--- src/rtl/regfile_arbiter_pkg.sv ---
// Shared definitions for the register-file arbiter: default widths,
// accumulator window and the controller state encoding.
package regfile_arbiter_pkg;

    localparam int DW       = 16;
    localparam int AW       = 4;
    localparam int ACC_BASE = 12;
    localparam int ACC_CNT  = 4;

    typedef enum logic [1:0] {
        IDLE  = 2'd0,
        ISSUE = 2'd1,
        RESP  = 2'd2,
        CLEAR = 2'd3
    } state_t;

endpackage

--- src/rtl/regfile_arbiter_rr_arbiter2.sv ---
// Two-way round-robin arbiter. A contested cycle goes to the requester that
// did not win the previous accept; reset leaves last_grant at 1 so req0
// wins the first contested cycle.
module rr_arbiter2 (
    input  logic clk,
    input  logic reset,
    input  logic en,
    input  logic req0,
    input  logic req1,
    output logic gnt0,
    output logic gnt1
);

    logic last_grant;

    // Grant decode: only while accepts are allowed, alternate on contention.
    always_comb begin
        gnt0 = 1'b0;
        gnt1 = 1'b0;
        if (en) begin
            if (req0 && req1) begin
                gnt0 = last_grant;
                gnt1 = !last_grant;
            end else begin
                gnt0 = req0;
                gnt1 = req1;
            end
        end
    end

    // Remember the winner of every accept.
    always_ff @(posedge clk) begin
        if (!reset) begin
            last_grant <= 1'b1;
        end else if (gnt0 || gnt1) begin
            last_grant <= gnt1;
        end
    end

endmodule

--- src/rtl/regfile_arbiter.sv ---
// Arbitrates two requesters onto a single-port-style register file interface
// and runs a fixed-length accumulator clear sequence. Each accepted request
// spends one cycle in ISSUE (read + optional write) and one in RESP, where
// the captured read data is presented with a one-cycle valid pulse.
module regfile_arbiter
    import regfile_arbiter_pkg::*;
#(
    parameter int DW       = regfile_arbiter_pkg::DW,
    parameter int AW       = regfile_arbiter_pkg::AW,
    parameter int ACC_BASE = regfile_arbiter_pkg::ACC_BASE,
    parameter int ACC_CNT  = regfile_arbiter_pkg::ACC_CNT
) (
    input  logic          clk,
    input  logic          reset,
    input  logic          req0_valid,
    output logic          req0_ready,
    input  logic          req0_we,
    input  logic [AW-1:0] req0_x,
    input  logic [AW-1:0] req0_y,
    input  logic [AW-1:0] req0_z,
    input  logic [DW-1:0] req0_wdata,
    input  logic          req1_valid,
    output logic          req1_ready,
    input  logic          req1_we,
    input  logic [AW-1:0] req1_x,
    input  logic [AW-1:0] req1_y,
    input  logic [AW-1:0] req1_z,
    input  logic [DW-1:0] req1_wdata,
    output logic          rsp0_valid,
    output logic          rsp1_valid,
    output logic [DW-1:0] rsp_rx,
    output logic [DW-1:0] rsp_ry,
    input  logic          clr_start,
    output logic          clr_busy,
    output logic          clr_done,
    output logic          rf_WR,
    output logic          rf_RD,
    output logic [AW-1:0] rf_x,
    output logic [AW-1:0] rf_y,
    output logic [AW-1:0] rf_z,
    output logic [DW-1:0] rf_Rz,
    input  logic [DW-1:0] rf_Rx,
    input  logic [DW-1:0] rf_Ry
);

    localparam logic [AW-1:0] ACC_Z0   = AW'(ACC_BASE);
    localparam logic [AW-1:0] CNT_LAST = AW'(ACC_CNT - 1);

    state_t        state;
    logic [AW-1:0] cnt;
    logic          lat_id;
    logic          lat_we;
    logic [AW-1:0] lat_x;
    logic [AW-1:0] lat_y;
    logic [AW-1:0] lat_z;
    logic [DW-1:0] lat_wdata;
    logic [DW-1:0] rx_reg;
    logic [DW-1:0] ry_reg;
    logic          accept_window;
    logic          accept;
    logic          wr_raw;

    // A clear request in an accepting state wins over both requesters.
    assign accept_window = reset && !clr_start && (state == IDLE || state == RESP);
    assign accept        = req0_ready || req1_ready;

    rr_arbiter2 u_arb (
        .clk   (clk),
        .reset (reset),
        .en    (accept_window),
        .req0  (req0_valid),
        .req1  (req1_valid),
        .gnt0  (req0_ready),
        .gnt1  (req1_ready)
    );

    // Controller: latch accepted requests, capture read data, sequence clears.
    always_ff @(posedge clk) begin
        if (!reset) begin
            state     <= IDLE;
            cnt       <= '0;
            rx_reg    <= '0;
            ry_reg    <= '0;
            lat_id    <= 1'b0;
            lat_we    <= 1'b0;
            lat_x     <= '0;
            lat_y     <= '0;
            lat_z     <= '0;
            lat_wdata <= '0;
        end else begin
            case (state)
                IDLE, RESP: begin
                    if (clr_start) begin
                        state <= CLEAR;
                        cnt   <= '0;
                    end else if (accept) begin
                        lat_id    <= req1_ready;
                        lat_we    <= req1_ready ? req1_we    : req0_we;
                        lat_x     <= req1_ready ? req1_x     : req0_x;
                        lat_y     <= req1_ready ? req1_y     : req0_y;
                        lat_z     <= req1_ready ? req1_z     : req0_z;
                        lat_wdata <= req1_ready ? req1_wdata : req0_wdata;
                        state     <= ISSUE;
                    end else begin
                        state <= IDLE;
                    end
                end
                ISSUE: begin
                    // Read data is sampled at the same edge as the write,
                    // so a read of the written address returns the old value.
                    rx_reg <= rf_Rx;
                    ry_reg <= rf_Ry;
                    state  <= RESP;
                end
                CLEAR: begin
                    if (cnt == CNT_LAST) begin
                        state <= IDLE;
                        cnt   <= '0;
                    end else begin
                        cnt <= cnt + 1'b1;
                    end
                end
                default: state <= IDLE;
            endcase
        end
    end

    // Register-file drive: active only in ISSUE and CLEAR, zero otherwise.
    always_comb begin
        wr_raw = 1'b0;
        rf_RD  = 1'b0;
        rf_x   = '0;
        rf_y   = '0;
        rf_z   = '0;
        rf_Rz  = '0;
        case (state)
            ISSUE: begin
                rf_RD  = 1'b1;
                wr_raw = lat_we;
                rf_x   = lat_x;
                rf_y   = lat_y;
                rf_z   = lat_z;
                rf_Rz  = lat_wdata;
            end
            CLEAR: begin
                wr_raw = 1'b1;
                rf_z   = ACC_Z0 + cnt;
            end
            default: ;
        endcase
    end

    // Reset masks the write strobe so no write lands on a reset edge.
    assign rf_WR = wr_raw && reset;

    assign rsp0_valid = reset && (state == RESP) && !lat_id;
    assign rsp1_valid = reset && (state == RESP) && lat_id;
    assign rsp_rx     = rx_reg;
    assign rsp_ry     = ry_reg;
    assign clr_busy   = reset && (state == CLEAR);
    assign clr_done   = clr_busy && (cnt == CNT_LAST);

endmodule

--- config.mk ---
export PLATFORM = sky130hd
export DESIGN_NAME = regfile_arbiter
export DESIGN_NICKNAME = d
export VERILOG_FILES = /design/src/rtl/regfile_arbiter_pkg.sv /design/src/rtl/regfile_arbiter_rr_arbiter2.sv /design/src/rtl/regfile_arbiter.sv
export SDC_FILE = /design/constraint.sdc
export NUM_CORES = 1
export LEC_CHECK = 0
export BUFFER_PORTS_ARGS = -buffer_cell sky130_fd_sc_hd__buf_4
export CAP_MARGIN = 20
export CORE_ASPECT_RATIO = 1.5
export CORE_MARGIN = 2
export CORE_UTILIZATION = 49
export CTS_CLUSTER_SIZE = 20
export DETAILED_ROUTE_END_ITERATION = 10
export PLACE_DENSITY = 0.85
export SYNTH_ARGS = -nofsm -noshare
export SYNTH_HDL_FRONTEND = slang
export SYNTH_SLANG_ARGS = --single-unit
--- constraint.sdc ---
create_clock -name clk -period 2.5 [get_ports clk]
set_clock_uncertainty 0.2 [all_clocks]
set_input_delay 0 -clock clk [delete_from_list [all_inputs] [get_ports clk]]
set_output_delay 0 -clock clk [all_outputs]
set_load 0.01 [all_outputs]
==> metrics.cfg <==
[power]
vdd_drop_max_mv = 0.3821
comb_power_share_pct = 24.2
clkPwrFrac_pct = 32.4
p_leak_nw = 2.436
p_int_w = 0.002004
power.switching_w = 0.0007723
swShare_pct = 27.82
pwr-share-seq_pct = 43.4
power.total_w = 0.002776
powerDensity_nw_per_um2 = 483.8

[clocking]
cts_setup_buffers = 0
clock_sinks = 69
numCtsBuffers = 9
cts.clk_slew.worst_paths_ps = 80
clockBufferDepth = 2
clk_latency_ps = 340
h-tree-depth = 3
root_buffer = clkbuf_8
cts_tree = built

[setup_path]
worstSetupPathType = input port to flip-flop
crit_fanout = 14
startpoint = reset
critPathCaptureType = flip-flop
cp.required_ps = 2530
r2r_setup_slack_ps = 110
crit_path_top_delay_cell = dlygate4sd3_1
rr_worst_depth = 5
crit-reg2reg-launch = state[0]$_SDFFE_PN0P_
cpPeakStageDelay_ps = 580
endpoint = lat_wdata[9]$_SDFFE_PN0P_
worst_setup_path_start_kind = input port
worstReg2RegEnd = lat_wdata[9]$_SDFFE_PN0P_
arrival_ps = 2450
path_cells = dlygate4sd3_1, buf_4, nor3b_4, buf_4, nand3_1, dlygate4sd3_1, a311oi_1

[sta]
post-route-period-util_pct = 96.75
hold_violations = 0
max_freq_ghz = 0.4134
max_slew.worst_pin.slew_ps = 561.1
setup_viol = 0
post-route-min-period_ps = 2419
max_slew_margin_pct = 62.54
slew_viol_final = 0

[finish]
mostFrequentLayoutCells = 173 x buf_4, 103 x dlygate4sd3_1, 69 x nand2_1, 69 x dfxtp_1, 68 x a21oi_1
nFillCells = 321
layout.nets = 750
final_common_cell = buf_4
design_area_sq_um = 5738
syn_to_final_growth_pct = 76.32
drive_above_1_share_pct = 31.31

[grt]
grt_max_degree = 36
antenna_found_initial = 1
grt_pass1_wl_um = 20730
overflow = 0
grt_pass1_vias = 4313
gr-usage-all-layers_pct = 35.37

[floorplan]
row_count = 36
die-area_sq_um = 7323
core_area_sq_um = 6486
initial_core_util_pct = 50.17
die_height_um = 103.8
ios = 163
die_x_um = 70.54

[yosys]
ys_warn_count = 0
synthCells = 406
ys_seq_area_share_pct = 42.45
synth_nets = 503
synth.avg_cell_area_sq_um = 8.016
yosysUniqueCellTypes = 34
yosys_register_bits = 69
netlist_area_sq_um = 3254

[place]
dp_hpwl_um = 6928
port_buffers = 162
place_congestion = 0.8334
postPlaceCellArea_sq_um = 4503

[run_status]
status = finished, final reports clean

[detailed_routing]
routed_wl_um = 13250
ant_nets = 0
vias = 4273
drt_iter0_markers = 244
via_per_inst = 5.814
drt-pass1-iter-count = 5
drt-wirelength-per-cell_um = 18.02
remaining_drc_errors = 0

[run]
cap_violations = 0

[worst_hold_path]
worst_hold_path_type = input port to flip-flop
hp-start = req0_valid

sequential cells by signal (all words and copies together), names as in the netlist:
register,cells
lat_z,4
state,2
lat_we,1
u_arb.last_grant,1
lat_wdata,16
lat_y,4
rsp_ry,16
cnt,4
lat_id,1
rsp_rx,16
lat_x,4
per-layer routing:
metal / global-route usage [%] / vias to the layer above / part of all wire [%]
li1: - / 1925 / -
met1: 36.13 / 2014 / 34
met2: 64.02 / 267 / 53
met3: 6.323 / 67 / 6.9
met4: 23.05 / 0 / 6.1
met5: 0 / - / 0
cell usage after synthesis:
cell type / number / area share, %
a311oi_2: 10 / 4.6
dfxtp_1: 69 / 42
nand3b_1: 2 / 0.46
clkbuf_1: 29 / 3.3
o21ai_0: 34 / 5.2
nor3b_4: 1 / 0.58
and2_1: 25 / 4.8
a21oi_1: 68 / 10
o211a_1: 3 / 0.92
ha_1: 2 / 0.77
nand3_1: 31 / 4.8
a221oi_1: 1 / 0.27
nand2_1: 69 / 8.0
buf_2: 10 / 1.5
mux2i_1: 2 / 0.62
nor4b_1: 1 / 0.27
or2_1: 1 / 0.19
nor2_1: 4 / 0.46
and2_0: 1 / 0.19
nor2b_1: 3 / 0.58
buf_6: 2 / 0.69
o21a_1: 1 / 0.23
a21boi_1: 2 / 0.46
buf_4: 1 / 0.23
and4b_1: 1 / 0.31
nor3_1: 1 / 0.15
or3b_1: 1 / 0.27
inv_2: 1 / 0.12
a21bo_2: 1 / 0.31
inv_1: 4 / 0.46
a21boi_0: 1 / 0.23
nand2b_1: 1 / 0.19
and3_1: 4 / 0.77
a311oi_1: 19 / 5.1
area by class of cell:
class                      count  area [sq um]  area share, %
antenna                        1         2.502        0.04361
multi-input combinational    290          1679          29.26
clock inverter                 5         50.05         0.8722
sequential                    69          1381          24.07
inverter                       5         18.77         0.3271
clock buffer                  11         141.4          2.464
timing repair buffer         278          2370          41.30
tap                           76         95.09          1.657
power by group through the flow:
| stage | registers (W) | logic, W | clock network (W) |
|---|---|---|---|
| 2_1_floorplan | 0.00123 | 0.000250 | 0 |
| 3_3_place_gp | 0.00122 | 0.000499 | 0 |
| 3_5_place_dp | 0.00122 | 0.000513 | 0 |
| 4_1_cts | 0.00120 | 0.000637 | 0.000898 |
| 5_1_grt | 0.00121 | 0.000717 | 0.000951 |
| 6_report | 0.00121 | 0.000673 | 0.000898 |
metrics by stage:
| stage | setup WS [ps] | util (%) | std cells | hold WS (ps) | setup TNS (ps) |
|---|---|---|---|---|---|
| after floorplan | 919.8 | - | 406 | -123.8 | 0 |
| after global placement | 617.0 | 69.43 | 615 | 47.29 | 0 |
| after detailed placement | 582.0 | 69.43 | 615 | 56.22 | 0 |
| after CTS | 27.87 | 88.27 | 734 | 108.2 | 0 |
| after global routing | -0.9039 | 88.46 | 735 | 126.3 | -0.9039 |
| final | 81.20 | 88.46 | 735 | 102.0 | 0 |
cells by family after synthesis:
| logic type | after synthesis | synth area share, % |
|---|---|---|
| and+or+nand+nor | 146 | 21.95 |
| AOI/OAI and AO/OA | 140 | 27.84 |
| DFF | 69 | 42.45 |
| buffers and inverters | 47 | 6.382 |
| muxes | 2 | 0.6152 |
| adders and majority gates | 2 | 0.7688 |
worst min path at each step:
stage | slack, ps | to | depth (start not counted)
3_5_place_dp | 60 | rsp_ry[1]$_SDFFE_PN0P_ | 3
6_report | 100 | lat_x[3]$_SDFFE_PN0P_ | 5
5_1_grt | 130 | lat_x[1]$_SDFFE_PN0P_ | 5
2_1_floorplan | -120 | u_arb.last_grant$_SDFFE_PN1P_ | 1
3_3_place_gp | 50 | rsp_rx[9]$_SDFFE_PN0P_ | 3
4_1_cts | 110 | state[0]$_SDFFE_PN0P_ | 4
critical path: cells and delay by family:
family          cells  cell delay (ps)
buf+inv             4             1580
simple gates        2              510
compound gates      1              350
what timing repair did:
item	in CTS	in global routing
hold endpoints to repair	69	0
setup endpoints to repair	0	14
resized for setup	0	3
hold buffers	103	0
(Power assumes the default switching activity.)
